File: src/rtl/fetch_align_pkg.sv
// fetch_align_wires: shared types for the fetch alignment buffer.
//   BUF_DEPTH                 halfword entries in the circular buffer (power of two, >= 8)
//   depth                     pointer width, $clog2(BUF_DEPTH)
//   fetch_align_buf_in_type   write port (wen/waddr/wmask/wdata) and read address
//   fetch_align_buf_out_type  four consecutive halfwords starting at raddr
//   fetch_align_reg_type      control register record
package fetch_align_wires;

  localparam int BUF_DEPTH = 16;
  localparam int depth     = $clog2(BUF_DEPTH);

  typedef logic [depth-1:0] ptr_t;
  typedef logic [depth:0]   cnt_t;

  typedef struct packed {
    logic        wen;
    ptr_t        waddr;
    logic [3:0]  wmask;   // bit j writes wdata[16j +: 16] to waddr+j
    logic [63:0] wdata;
    ptr_t        raddr;
  } fetch_align_buf_in_type;

  typedef struct packed {
    logic [3:0][15:0] hw;  // hw[j] = entry raddr+j
  } fetch_align_buf_out_type;

  typedef struct packed {
    ptr_t        wptr;
    ptr_t        rptr;
    cnt_t        count;
    logic [31:0] head_pc;   // PC of the halfword at rptr
    logic        pc_valid;  // head_pc holds a real address
  } fetch_align_reg_type;

  // Low two bits of 2'b11 mark a 32-bit instruction; anything else is RVC.
  function automatic logic is_rvc(input logic [15:0] hw);
    return hw[1:0] != 2'b11;
  endfunction

endpackage

File: src/rtl/fetch_align_if.sv
// fetch_align_if: fetch-side handshake plus the two aligned instruction slots.
//   master : fetch source / decode side (drives fetch_*, observes fetch_ready and instr*)
//   slave  : the alignment buffer
interface fetch_align_if;

  logic        fetch_valid;
  logic [31:0] fetch_pc;
  logic [63:0] fetch_rdata;
  logic        fetch_ready;

  logic        instr0_valid;
  logic [31:0] instr0_pc;
  logic [31:0] instr0_data;
  logic        instr0_rvc;
  logic        instr1_valid;
  logic [31:0] instr1_pc;
  logic [31:0] instr1_data;
  logic        instr1_rvc;

  modport master (
    output fetch_valid, fetch_pc, fetch_rdata,
    input  fetch_ready,
    input  instr0_valid, instr0_pc, instr0_data, instr0_rvc,
    input  instr1_valid, instr1_pc, instr1_data, instr1_rvc
  );

  modport slave (
    input  fetch_valid, fetch_pc, fetch_rdata,
    output fetch_ready,
    output instr0_valid, instr0_pc, instr0_data, instr0_rvc,
    output instr1_valid, instr1_pc, instr1_data, instr1_rvc
  );

endinterface

File: src/rtl/fetch_align_buf.sv
// fetch_align_buf: circular halfword storage.
//   clock : clock
//   bin   : masked 4-halfword write at waddr..waddr+3, read address
//   bout  : combinational read of entries raddr..raddr+3
// All addresses wrap modulo BUF_DEPTH.
module fetch_align_buf
  import fetch_align_wires::*;
(
  input  logic                    clock,
  input  fetch_align_buf_in_type  bin,
  output fetch_align_buf_out_type bout
);

  logic [15:0] mem [BUF_DEPTH];

  // NOTE: the array has no reset; control never presents an entry as valid
  // before it has been written, so clearing it would only cost logic.
  always_ff @(posedge clock) begin
    if (bin.wen) begin
      for (int j = 0; j < 4; j++) begin
        if (bin.wmask[j]) mem[ptr_t'(bin.waddr + ptr_t'(j))] <= bin.wdata[16*j +: 16];
      end
    end
  end

  always_comb begin
    bout = '0;
    for (int j = 0; j < 4; j++) bout.hw[j] = mem[ptr_t'(bin.raddr + ptr_t'(j))];
  end

endmodule

File: src/rtl/fetch_align_ctrl.sv
// fetch_align_ctrl: pointer/count/PC bookkeeping and two-slot instruction decode.
//   clock, reset  : clock, synchronous active-low reset
//   clear         : flush (redirect); drops any same-cycle fetch word
//   stall         : downstream holds; nothing is consumed
//   fa            : fetch handshake and instruction slot outputs
//   bin / bout    : storage write/read port
module fetch_align_ctrl
  import fetch_align_wires::*;
(
  input  logic                    clock,
  input  logic                    reset,
  input  logic                    clear,
  input  logic                    stall,
  fetch_align_if.slave            fa,
  output fetch_align_buf_in_type  bin,
  input  fetch_align_buf_out_type bout
);

  fetch_align_reg_type r, rin;

  logic [1:0]  off;
  logic        fire_wr;
  cnt_t        n_wr, n_rd;
  logic        rvc0, rvc1, v0, v1;
  logic [1:0]  size0, size1;
  logic [31:0] data0, data1;

  // NOTE: every output and the record copy are assigned before any branch,
  // so no path leaves a signal unassigned and no latch is inferred.
  always_comb begin
    fetch_align_reg_type v;
    v = r;

    // Ready depends only on registered count and clear: no path from stall.
    fa.fetch_ready = (r.count <= cnt_t'(BUF_DEPTH - 4)) && !clear;
    fire_wr        = fa.fetch_valid && fa.fetch_ready;

    // Shift the word so the first valid halfword lands at wptr.
    off       = fa.fetch_pc[2:1];
    n_wr      = fire_wr ? cnt_t'(3'd4 - {1'b0, off}) : '0;
    bin.wen   = fire_wr;
    bin.waddr = r.wptr;
    bin.wmask = 4'b1111 >> off;
    bin.wdata = fa.fetch_rdata >> {off, 4'b0000};
    bin.raddr = r.rptr;

    rvc0  = is_rvc(bout.hw[0]);
    size0 = rvc0 ? 2'd1 : 2'd2;
    v0    = r.count >= cnt_t'(size0);
    data0 = rvc0 ? {16'h0000, bout.hw[0]} : {bout.hw[1], bout.hw[0]};

    // Slot 1 begins right after slot 0 in the read window.
    rvc1  = is_rvc(bout.hw[size0]);
    size1 = rvc1 ? 2'd1 : 2'd2;
    v1    = v0 && (r.count >= cnt_t'(size0) + cnt_t'(size1));
    data1 = rvc1 ? {16'h0000, bout.hw[size0]} : {bout.hw[size0 + 2'd1], bout.hw[size0]};

    fa.instr0_valid = v0;
    fa.instr0_pc    = v0 ? r.head_pc : '0;
    fa.instr0_data  = v0 ? data0 : '0;
    fa.instr0_rvc   = v0 && rvc0;
    fa.instr1_valid = v1;
    fa.instr1_pc    = v1 ? r.head_pc + {29'd0, size0, 1'b0} : '0;
    fa.instr1_data  = v1 ? data1 : '0;
    fa.instr1_rvc   = v1 && rvc1;

    n_rd = (!stall && !clear)
         ? cnt_t'(v0 ? size0 : 2'd0) + cnt_t'(v1 ? size1 : 2'd0)
         : '0;

    v.rptr    = r.rptr + ptr_t'(n_rd);
    v.head_pc = r.head_pc + 32'({n_rd, 1'b0});
    v.count   = r.count + n_wr - n_rd;

    if (fire_wr) begin
      v.wptr = r.wptr + ptr_t'(n_wr);
      // Buffer is empty whenever pc_valid is 0, so nothing is consumed here.
      if (!r.pc_valid) begin
        v.head_pc  = fa.fetch_pc;
        v.pc_valid = 1'b1;
      end
    end

    if (clear) begin
      v.wptr     = '0;
      v.rptr     = '0;
      v.count    = '0;
      v.pc_valid = 1'b0;
    end

    rin = v;
  end

  // NOTE: state registers use non-blocking assignment so every flop samples
  // the pre-edge values regardless of process ordering.
  always_ff @(posedge clock) begin
    if (!reset) r <= '0;
    else        r <= rin;
  end

endmodule

File: src/rtl/fetch_align.sv
// fetch_align: instruction alignment buffer between fetch and decode.
//   clock  : clock
//   reset  : synchronous active-low reset
//   clear  : flush on redirect/exception
//   stall  : downstream cannot accept slot outputs this cycle
//   fa     : fetch word handshake in, two aligned instruction slots out
module fetch_align
  import fetch_align_wires::*;
(
  input  logic         clock,
  input  logic         reset,
  input  logic         clear,
  input  logic         stall,
  fetch_align_if.slave fa
);

  fetch_align_buf_in_type  bin;
  fetch_align_buf_out_type bout;

  fetch_align_ctrl u_ctrl (
    .clock (clock),
    .reset (reset),
    .clear (clear),
    .stall (stall),
    .fa    (fa),
    .bin   (bin),
    .bout  (bout)
  );

  fetch_align_buf u_buf (
    .clock (clock),
    .bin   (bin),
    .bout  (bout)
  );

endmodule

File: src/flat_wrapper.sv
// flat-port wrapper written by rule: the top's interface ports become plain ports
module fetch_align_flat import fetch_align_wires::*;
  (clock, reset, clear, stall, fa_fetch_valid, fa_fetch_pc, fa_fetch_rdata, fa_fetch_ready, fa_instr0_valid, fa_instr0_pc, fa_instr0_data, fa_instr0_rvc, fa_instr1_valid, fa_instr1_pc, fa_instr1_data, fa_instr1_rvc);
  fetch_align_if fa_i ();
  input  logic clock;
  input  logic reset;
  input  logic clear;
  input  logic stall;
  input wire logic [$bits(fa_i.fetch_valid)-1:0] fa_fetch_valid;
  input wire logic [$bits(fa_i.fetch_pc)-1:0] fa_fetch_pc;
  input wire logic [$bits(fa_i.fetch_rdata)-1:0] fa_fetch_rdata;
  output wire logic [$bits(fa_i.fetch_ready)-1:0] fa_fetch_ready;
  output wire logic [$bits(fa_i.instr0_valid)-1:0] fa_instr0_valid;
  output wire logic [$bits(fa_i.instr0_pc)-1:0] fa_instr0_pc;
  output wire logic [$bits(fa_i.instr0_data)-1:0] fa_instr0_data;
  output wire logic [$bits(fa_i.instr0_rvc)-1:0] fa_instr0_rvc;
  output wire logic [$bits(fa_i.instr1_valid)-1:0] fa_instr1_valid;
  output wire logic [$bits(fa_i.instr1_pc)-1:0] fa_instr1_pc;
  output wire logic [$bits(fa_i.instr1_data)-1:0] fa_instr1_data;
  output wire logic [$bits(fa_i.instr1_rvc)-1:0] fa_instr1_rvc;
  assign fa_i.fetch_valid = fa_fetch_valid;
  assign fa_i.fetch_pc = fa_fetch_pc;
  assign fa_i.fetch_rdata = fa_fetch_rdata;
  assign fa_fetch_ready = fa_i.fetch_ready;
  assign fa_instr0_valid = fa_i.instr0_valid;
  assign fa_instr0_pc = fa_i.instr0_pc;
  assign fa_instr0_data = fa_i.instr0_data;
  assign fa_instr0_rvc = fa_i.instr0_rvc;
  assign fa_instr1_valid = fa_i.instr1_valid;
  assign fa_instr1_pc = fa_i.instr1_pc;
  assign fa_instr1_data = fa_i.instr1_data;
  assign fa_instr1_rvc = fa_i.instr1_rvc;
  fetch_align u_core (.clock(clock), .reset(reset), .clear(clear), .stall(stall), .fa(fa_i));
endmodule
File: config.mk
export PLATFORM = sky130hd
export DESIGN_NAME = fetch_align_flat
export DESIGN_NICKNAME = d
export VERILOG_FILES = /design/src/rtl/fetch_align_pkg.sv /design/src/rtl/fetch_align_if.sv /design/src/rtl/fetch_align_buf.sv /design/src/rtl/fetch_align_ctrl.sv /design/src/rtl/fetch_align.sv /design/src/flat_wrapper.sv
export SDC_FILE = /design/constraint.sdc
export NUM_CORES = 1
export LEC_CHECK = 0
export CAP_MARGIN = 20
export CELL_PAD_IN_SITES_DETAIL_PLACEMENT = 1
export CELL_PAD_IN_SITES_GLOBAL_PLACEMENT = 2
export CORE_UTILIZATION = 29
export DETAILED_ROUTE_END_ITERATION = 6
export PLACE_DENSITY = 0.75
export SLEW_MARGIN = 20
export SYNTH_ARGS = -nofsm -noshare
export SYNTH_HDL_FRONTEND = slang
export SYNTH_SLANG_ARGS = --single-unit
File: constraint.sdc
create_clock -name clock -period 8.59 [get_ports clock]
set_clock_uncertainty 0.15 [all_clocks]
set_input_delay 1.718 -clock clock [delete_from_list [all_inputs] [get_ports clock]]
set_output_delay 1.718 -clock clock [all_outputs]
set_load 0.005 [all_outputs]
; Yosys cells after proc, flatten, opt, wreduce, memory -nomap -nowiden
; Memory sizes are Yosys's and may differ from the RTL's. A register that Yosys moved wholly into a read port is not among the register bits.
; Cells that the tools add are included.
[op_classes]
bitwise_logic = 1
n_addsub = 16
shift = 2
eq_ne = 2
n_reduce_logical = 9
n_lt_le_gt_ge = 5
mux = 31
[op_table]
columns = cell, n
row1 = $mux W32, 6
row2 = $mux W33, 2
row3 = $bmux W16 S2, 2
row4 = $shr A64 B6 Y64, 1
row5 = $add A32 B3 Y32, 1
row6 = $add A32 B4 Y32, 1
row7 = $mux W16, 2
row8 = $add A4 B2 Y4 const B, 4
row9 = $mux W1, 12
row10 = $add A4 B1 Y4 const B, 2
row11 = $mux W2, 4
row12 = $add A2 B2 Y3, 2
row13 = $logic_and A1 B1 Y1, 6
row14 = $lt A2 B3 Y1 const B, 2
row15 = $add A5 B5 Y5, 1
row16 = $ge A5 B2 Y1, 1
row17 = $ge A5 B3 Y1, 1
row18 = $le A5 B4 Y1 const B, 1
row19 = $mux W5, 1
row20 = $sub A5 B3 Y5, 1
row21 = $add A4 B3 Y4, 1
row22 = $add A4 B4 Y4, 1
row23 = $mux W4, 1
row24 = $ne A2 B2 Y1 const B, 2
row25 = other kinds (7), 8
[totals]
mem_bits_rw = 256
register_bits = 46
n_memories = 1
[mem_list]
columns = name, words, word_bits, read_ports, rd_clocked_by_memory_dff, wr, line_no
row1 = u_core.u_buf.mem, 16, 16, 4, 1, 4, fetch_align_buf.sv:14  ; logic [15:0] mem [BUF_DEPTH];

; Longest topological paths before layout
; Gate-level depths: netlist of the first run.
[depth]
depth_word = 15
ltp_mapped = 35
ltp_nobuf = 27

; By module
; From an unflattened synthesis of the first run, not the netlist that was laid out.
[unflattened]
cells_unflattened = 3558
area_unflattened_um2 = 32472.4
[by_module_without_submodules]
columns = mod, seq_area_each_um2, cells_per_inst, instances, area_each_um2
row1 = fetch_align_buf, 7687.4, 2720, 1, 26711.9
row2 = fetch_align_ctrl, 920.9, 838, 1, 5760.5

; Worst setup path before layout of the first run
; OpenSTA, ideal clock, no wires.
[synth_timing]
kind = register to register
startpoint = register u_core.u_ctrl.r (netlist bit u_core.u_ctrl.bin[0])
endpoint = register u_core.u_ctrl.r[32] in the netlist's numbering
required_ps = 8349
path_stages_with_launch = 34
slack_ps = 1110
setup_time_ps = 91
synth_period_minus_slack_ps = 7480
n_path_buf = 8
arrival_ps = 7239
cell_sequence = dfxtp_1 buf_4 buf_6 buf_6 buf_2 buf_4 buf_2 inv_1 ha_1 buf_2 mux4_2 nand3_1 o21ai_0 mux2i_1 mux2i_1 ha_1 ha_1 nor2b_1 o21a_1 o21ai_0 a21oi_1 nor2_1 clkbuf_1 nor2_1 ha_1 inv_1 fa_1 or3_1 fa_1 nand2b_1 a211oi_2 nand4_1 or3_1 a311oi_1
[synth_via]
elab_chain_len = 15
word_cells_on_any_way = 17
classes_between = add/sub (6) / order compare (1) / eq/ne (1) / mux (7) / reduce/logical (1) / memory (1)
[synth_rtl]
columns = item, line_no
row1 = "start, declared", fetch_align_ctrl.sv:19  ; fetch_align_reg_type r, rin;
row2 = "start signal, assigned", fetch_align_ctrl.sv:98  ; else r <= rin;
row3 = $add A4 B1 Y4 / $add A4 B2 Y4 (equally long branches), fetch_align_buf.sv:28  ; for (int j = 0; j < 4; j++) bout.hw[j] = mem[ptr_t'(bin.raddr + ptr_t'(j))];
row4 = $mem_v2 Z16 W16 (*), -
row5 = $bmux W16 S2 (*), fetch_align_ctrl.sv:53  ; rvc1 = is_rvc(bout.hw[size0]);
row6 = $mux W16 (*), -
row7 = $ne A2 B2 Y1 (*), fetch_align_pkg.sv:37  ; return hw[1:0] != 2'b11;
row8 = $mux W2 (*), fetch_align_ctrl.sv:54  ; size1 = rvc1 ? 2'd1 : 2'd2;
row9 = $add A2 B2 Y3, fetch_align_ctrl.sv:55  ; v1 = v0 && (r.count >= cnt_t'(size0) + cnt_t'(size1));
row10 = $ge A5 B3 Y1, fetch_align_ctrl.sv:55
row11 = $logic_and A1 B1 Y1, fetch_align_ctrl.sv:55
row12 = $mux W2 (*), fetch_align_ctrl.sv:68  ; ? cnt_t'(v0 ? size0 : 2'd0) + cnt_t'(v1 ? size1 : 2'd0)
row13 = $add A2 B2 Y3 (*), fetch_align_ctrl.sv:68
row14 = $mux W3 (*), fetch_align_ctrl.sv:68
row15 = $add A32 B4 Y32 (*), fetch_align_ctrl.sv:72  ; v.head_pc = r.head_pc + 32'({n_rd, 1'b0});
row16 = $mux W33, fetch_align_ctrl.sv:78  ; if (!r.pc_valid) begin
row17 = $mux W33 (*), fetch_align_ctrl.sv:75  ; if (fire_wr) begin
; Every way passes the cells marked *; elsewhere a longest branch is shown, timed or not. The select of a mux whose other input is x is not followed.
; A chain may end at the register's enable or synchronous reset.

; Worst setup path in the final report of the first run
; Same ends and word-level chain as after synthesis.

==> results of run 1 <==
==> power by group <==
part | internal (mW) | switching (mW)
clock | 0.991 | 0.715
combinational | 1.33 | 1.51
sequential | 1.68 | 0.0989
==> final cells by class <==
class | count | area, um2 | share of cell area
multi-input cells | 2258 | 19100 | 0.564
flip-flops and latches | 302 | 8620 | 0.255
repair buffers | 338 | 3130 | 0.0924
well taps | 1287 | 1610 | 0.0476
clock buffers | 39 | 912 | 0.0269
clock inverters | 25 | 347 | 0.0102
inverters | 40 | 150 | 0.00444
==> routing by layer <==
metal  track usage  vias up
li1              -    11486
met1         0.365    13713
met2         0.385     1850
met3        0.0767      228
met4        0.0641       24
met5             0        -
==> per-stage QoR <==
step                cell area, um2  instances
finish                       33900       4289
global route                 33900       4289
CTS                          33800       4289
detailed placement           32600       4225
global placement             32600       4225
floorplan                    29000       2932
==> cell families after synthesis <==
family / after synthesis
and+or+nand+nor: 913
AOI/OAI and AO/OA: 807
muxes: 425
buffers and inverters: 372
DFF: 302
xor gates and xnor gates: 71
adders and majority gates: 42
==> registers in the layout, summed over array words and instances (netlist names) <==
name               flops
u_core.u_ctrl.bin      8
u_core.u_ctrl.r       38
u_core.u_buf.mem     256
==> worst max-delay path by stage <==
stage,start,end,slack [ns],cells after the start
2_1_floorplan,u_core.u_ctrl.bin[0],u_core.u_ctrl.r[32],1.11,33
3_3_place_gp,u_core.u_ctrl.bin[0],u_core.u_ctrl.r[32],1.08,23
3_5_place_dp,u_core.u_ctrl.bin[0],u_core.u_ctrl.r[32],0.95,23
4_1_cts,u_core.u_ctrl.bin[0],u_core.u_ctrl.r[32],0.87,23
5_1_grt,u_core.u_ctrl.bin[0],u_core.u_ctrl.r[32],0.40,23
6_report,u_core.u_ctrl.bin[0],u_core.u_ctrl.r[32],0.93,23
==> cells in the mapped netlist (25+ instances only) <==
master	n	share of area
a211oi_1	166	0.043
a21oi_1	224	0.039
a221oi_1	68	0.021
a31oi_1	33	0.0071
and2_1	68	0.015
buf_1	26	0.0034
buf_2	67	0.012
clkbuf_1	216	0.028
dfxtp_1	46	0.032
edfxtp_1	256	0.27
ha_1	34	0.015
inv_1	38	0.0049
mux2_2	35	0.014
mux2i_1	90	0.031
mux4_2	300	0.23
nand2_1	159	0.021
nand3_1	30	0.0052
nor2_1	493	0.064
nor2b_1	31	0.0067
o21ai_0	93	0.016
o22ai_1	131	0.028
or2_2	34	0.0073
xnor2_1	43	0.013
xor2_1	25	0.0076
==> critical path, delay by kind of cell, from the launching register on <==
family	cells	cell delay [ns]
buffers and inverters	2	0.78
multiplexers	4	1.30
flip-flops	1	0.71
AND/OR/NAND/NOR	6	1.64
adder cells (fa/ha/maj)	4	1.39
AO/OA/AOI/OAI	7	1.54
==> results.yml, run 1 <==
sta:
  setup_slack_ns: 0.932
  fmax_ghz: 0.131
  hold_viol: 0
  fin_hold_ws_ns: 0.327
  setup_viol: 0
  tightest_slew_ns: 1.21
  rsz0062_at_grt: "no"
  tns_ns: 0
  min_period_over_period: 0.891
  period_minus_slack_ns: 7.66
  slew_violations: 0
  max-slew-margin-rel: 0.193
layout:
  final_core_util: 0.343
  drive_above_1_share: 0.204
  area_delta_synth_final_pct: 16.7
  diodes: 0
  final_nets: 3118
  layout_commonest_cell: "nor2_1"
  most-common-layout-cells: "nor2_1, mux4_2, edfxtp_1"
  fillCellCount: 11012
detailed_routing:
  wl_um: 134000
  highest_layer: "met5"
  drt-met1-wl_um: 56100
  drc_errors: 0
  wl_met3_um: 16400
  num_vias: 27301
  wl_met2_um: 58100
  vias_per_cell: 6.37
  drt_iter0_markers: 3816
  wl_per_cell_um: 31.3
  ant_nets: 0
  dr.pass1.iters: 7
setup_path:
  crit_fanout: 38
  cp_slowest_stage_delay_ns: 0.71
  cp_slowest_cell: "dfxtp_4"
  crit_type: "reg -> reg"
  r2r_slack_ns: 0.93
  end_kind: "flip-flop"
  ff2ff_path_depth: 23
  worst_ep_arrival_time_ns: 7.95
  startpoint_type: "flip-flop"
  critPathRequiredTime_ns: 8.88
  rr_endpoint: "u_core.u_ctrl.r[32]"
  r2r_start: "u_core.u_ctrl.bin[0]"
  cp_cell_sequence: "buf_4 -> mux4_2 -> nand3_1 -> o21ai_0 -> mux2i_1 -> mux2i_1 -> ha_1 -> ha_1 -> nor2b_1 -> o21a_1 -> o21ai_0 -> a21oi_1 -> o21bai_2 -> buf_4 -> mux2_2 -> fa_1 -> or3_1 -> fa_1 -> nand2b_1 -> a211oi_2 -> nand4_1 -> or3_1 -> a311oi_1"
place:
  portBuffers: 233
  dp_hpwl_um: 98200
  dpl_worst_slack_ns: 0.952
  globalplace.congestion: 0.920
synthesis:
  synth_warnings: 0
  synth-edff-count: 256
  synth_cell_types: 72
  synth_flop_cell: "edfxtp_1"
  synth_top_family_by_area: "multiplexers"
  ys_seq_area_frac: 0.297
  syn_area_um2: 29000
  avgSynthCellArea_um2: 9.89
  yosys.area_share.simple: 0.143
  synthCells: 2932
  async_flop_share: 0
  syn_nets: 3075
  synth_mux_area_frac: 0.278
  yosys_register_bits: 302
  synth-xor-area-share: 0.0222
  synth_compound_area_frac: 0.185
  synth_fa_ha_area_frac: 0.0202
floorplan:
  io_pins: 234
  dieArea_um2: 101000
  start_util: 0.294
  chipWidth_um: 318
  die_y_um: 318
  fp-row-count: 115
  coreArea_um2: 98700
clocking:
  holdBufCountCts: 0
  cts_max_level: 2
  insertion_delay_ns: 0.58
  cts_resized: 0
  cts_buffer_depth: 3
  cts_setup_buffers: 0
  path_clk_slew_ns: 0.06
  cts_inserted_buffers: 35
  root_buffer: "clkbuf_16"
  clkSinkCount: 302
  cts_tree: "built"
worst_hold_path:
  min_path_type: "reg -> reg"
  holdPathEnd: "u_core.u_ctrl.r[1]"
  min_path_cells: 2
  min_from: "u_core.u_ctrl.r[1]"
global_routing:
  antenna_found_initial: 17
  grt_pass1_vias: 25908
  track_usage: 0.259
  grt_max_degree: 141
  grt_pass1_wl_um: 194000
  grt_overflow: 0
power_and_ir_drop:
  finalPower_mw: 6.33
  p_leak_nw: 10.9
  cellPowerDensity_nw_per_um2: 187
  max-vdd-ir-drop_mv: 0.129
run_status:
  status: "finished, final reports clean"
job:
  max-cap-violations: 0
No activity file was read; power rests on OpenSTA's default activity.
==> inputs of run 2 (changes only) <==
--- a/config.mk
+++ b/config.mk
@@ -8,9 +8,10 @@
 export CAP_MARGIN = 20
 export CELL_PAD_IN_SITES_DETAIL_PLACEMENT = 1
 export CELL_PAD_IN_SITES_GLOBAL_PLACEMENT = 2
-export CORE_UTILIZATION = 29
+export CORE_UTILIZATION = 35
 export DETAILED_ROUTE_END_ITERATION = 6
-export PLACE_DENSITY = 0.75
+export GPL_TIMING_DRIVEN = 0
+export PLACE_DENSITY = 0.89
 export SLEW_MARGIN = 20
 export SYNTH_ARGS = -nofsm -noshare
 export SYNTH_HDL_FRONTEND = slang
==> constraint.sdc (replaced) <==
create_clock -name clock -period 7 [get_ports clock]
set_clock_uncertainty 0.15 [all_clocks]
set_input_delay 1.4 -clock clock [delete_from_list [all_inputs] [get_ports clock]]
set_output_delay 1.4 -clock clock [all_outputs]
set_load 0.005 [all_outputs]
==> run 2 against run 1 <==
Worst hold slack better by 0.019 ns. First-iteration DRC count is 23% higher. Worst setup slack got worse by 0.99 ns. Non-clock buffer count up 287. Clock power is 4% lower. The flow now finishes with violations (design-rule violations, negative setup slack). Sequential cell count unchanged. Cell count rose by 1.4%. Largest cell class unchanged. Combinational power increased by 49%. Critical path type is now reg -> out. Critical path depth down 6. Wire length increased by 16%. Sequential power rose by 20%.
==> results.yml, run 2 (same netlist as run 1, synthesis figures left out) <==
run_status:
  status: "complete, but fails checks"
  violations: "design-rule violations, negative setup slack"
clocking:
  cts_max_level: 1
  cts_buffer_depth: 3
  clkSinkCount: 302
  holdBufCountCts: 0
  insertion_delay_ns: 0.59
  path_clk_slew_ns: 0.07
  cts_inserted_buffers: 30
  cts_tree: "built"
  root_buffer: "clkbuf_16"
sta:
  hold_viol: 0
  fmax_ghz: 0.142
  setup_viol: 6
  fin_hold_ws_ns: 0.347
  slew_violations: 0
  period_minus_slack_ns: 7.06
  tns_ns: -0.184
  min_period_over_period: 1.01
  tightest_slew_ns: 1.19
  rsz0062_at_grt: "yes"
  max-slew-margin-rel: 0.205
  setup_slack_ns: -0.0624
detailed_routing:
  num_vias: 29546
  drt_iter0_markers: 4709
  dr.pass1.iters: 7
  drc_errors: 4
  wl_um: 155000
  vias_per_cell: 6.79
  ant_nets: 0
  wl_per_cell_um: 35.7
layout:
  most-common-layout-cells: "nor2_1, mux4_2, edfxtp_1"
  largest_reg_flops: 256
  drive_above_1_share: 0.209
  final_nets: 3400
  area_delta_synth_final_pct: 20.0
  top_register: "u_core.u_buf.mem"
  layout_commonest_cell: "nor2_1"
  diodes: 0
  stdcell_area_um2: 34800
global_routing:
  grt_max_degree: 17
  antenna_found_initial: 15
  grt_pass1_wl_um: 218000
  met1_usage: 0.458
  grt_most_used_layer: "met2"
  grt_overflow: 0
  track_usage: 0.358
  grt_util_met3: 0.0894
  grt_pass1_vias: 29002
  grtUsageMet2: 0.573
setup_path:
  crit_fanout: 12
  critPathRequiredTime_ns: 5.45
  startpoint_type: "flip-flop"
  cp_slowest_cell: "clkdlybuf4s50_1"
  cp_slowest_stage_delay_ns: 0.49
  crit_type: "reg -> out"
  cp_cell_sequence: "buf_6 -> buf_12 -> buf_4 -> mux4_2 -> mux2i_2 -> nor3_1 -> a31oi_2 -> clkbuf_8 -> ha_1 -> nor2b_1 -> o31a_1 -> a41oi_1 -> and2_1 -> inv_1 -> clkbuf_1 -> and2_1 -> clkdlybuf4s50_1"
  worst_ep_arrival_time_ns: 5.51
  cp_top_family: "buffers and inverters"
  cp_num_buf_inv: 7
  end_kind: "output port"
  cp_common_cell: "and2_1"
place:
  portBuffers: 233
  placed_cell_area_um2: 32800
  dp_hpwl_um: 126000
  dpl_worst_slack_ns: -2.60
  globalplace.congestion: 1.04
power_and_ir_drop:
  cellPowerDensity_nw_per_um2: 230
  p_leak_nw: 11.6
  max-vdd-ir-drop_mv: 0.161
floorplan:
  chipWidth_um: 290
  start_util: 0.354
  io_pins: 234
  dieArea_um2: 84000
  coreArea_um2: 82000
  fp-row-count: 105
  die_y_um: 290
job:
  max-cap-violations: 0
worst_hold_path:
  min_path_type: "reg -> reg"
## run 2: repair_timing
action                                  CTS  global route
gates resized for setup                  81            62
endpoints found under the setup margin  199           171
setup buffers                            37            12
pin swaps                                14            15
## run 2: through the flow
stage          instances  utilization  power, mW
2_1_floorplan       2932            -       4.28
3_3_place_gp        4235        0.399       5.90
3_5_place_dp        4243        0.401       5.99
4_1_cts             4334        0.420       7.79
5_1_grt             4351        0.424       8.24
6_report            4351        0.424       8.00
## run 2: power breakdown
part	total [mW]	internal, mW	switching (mW)
Sequential	2.14	2.06	0.0812
Combinational	4.22	1.88	2.34
Clock	1.64	0.866	0.774
Total	8.00	4.81	3.20
## run 2: tightest hold or removal path: cells and delay by family (launching register included)
family | cells | cell delay, ns
compound gates | 1 | 0.06
flops | 1 | 0.33
simple gates | 1 | 0.06
## run 2: path summary, 6_finish.rpt
check	from	end	slack, ns	depth (start not counted)
worst max-delay path	u_core.u_ctrl.bin[0]	fa_instr0_data[6]	-0.06	17
worst min-delay path	u_core.u_ctrl.r[1]	u_core.u_ctrl.r[1]	0.35	2
worst max register to register	u_core.u_ctrl.bin[0]	u_core.u_ctrl.r[32]	0.02	24
worst min register to register	u_core.u_ctrl.r[1]	u_core.u_ctrl.r[1]	0.35	2
## run 2: metal layers
metal,share of wire,vias up
li1,-,12043
met1,0.38,14646
met2,0.45,2307
met3,0.12,534
met4,0.054,16
met5,0.00068,-
## run 2: layout make-up
class                      instances  area (um2)
buffer                           328        1610
clock buffer                      35         791
clock inverter                    21         180
fill                            9192       47200
inverter                          40         158
multi-input combinational       2258       19200
sequential                       302        8610
tap                             1070        1340
timing repair buffer             297        2910
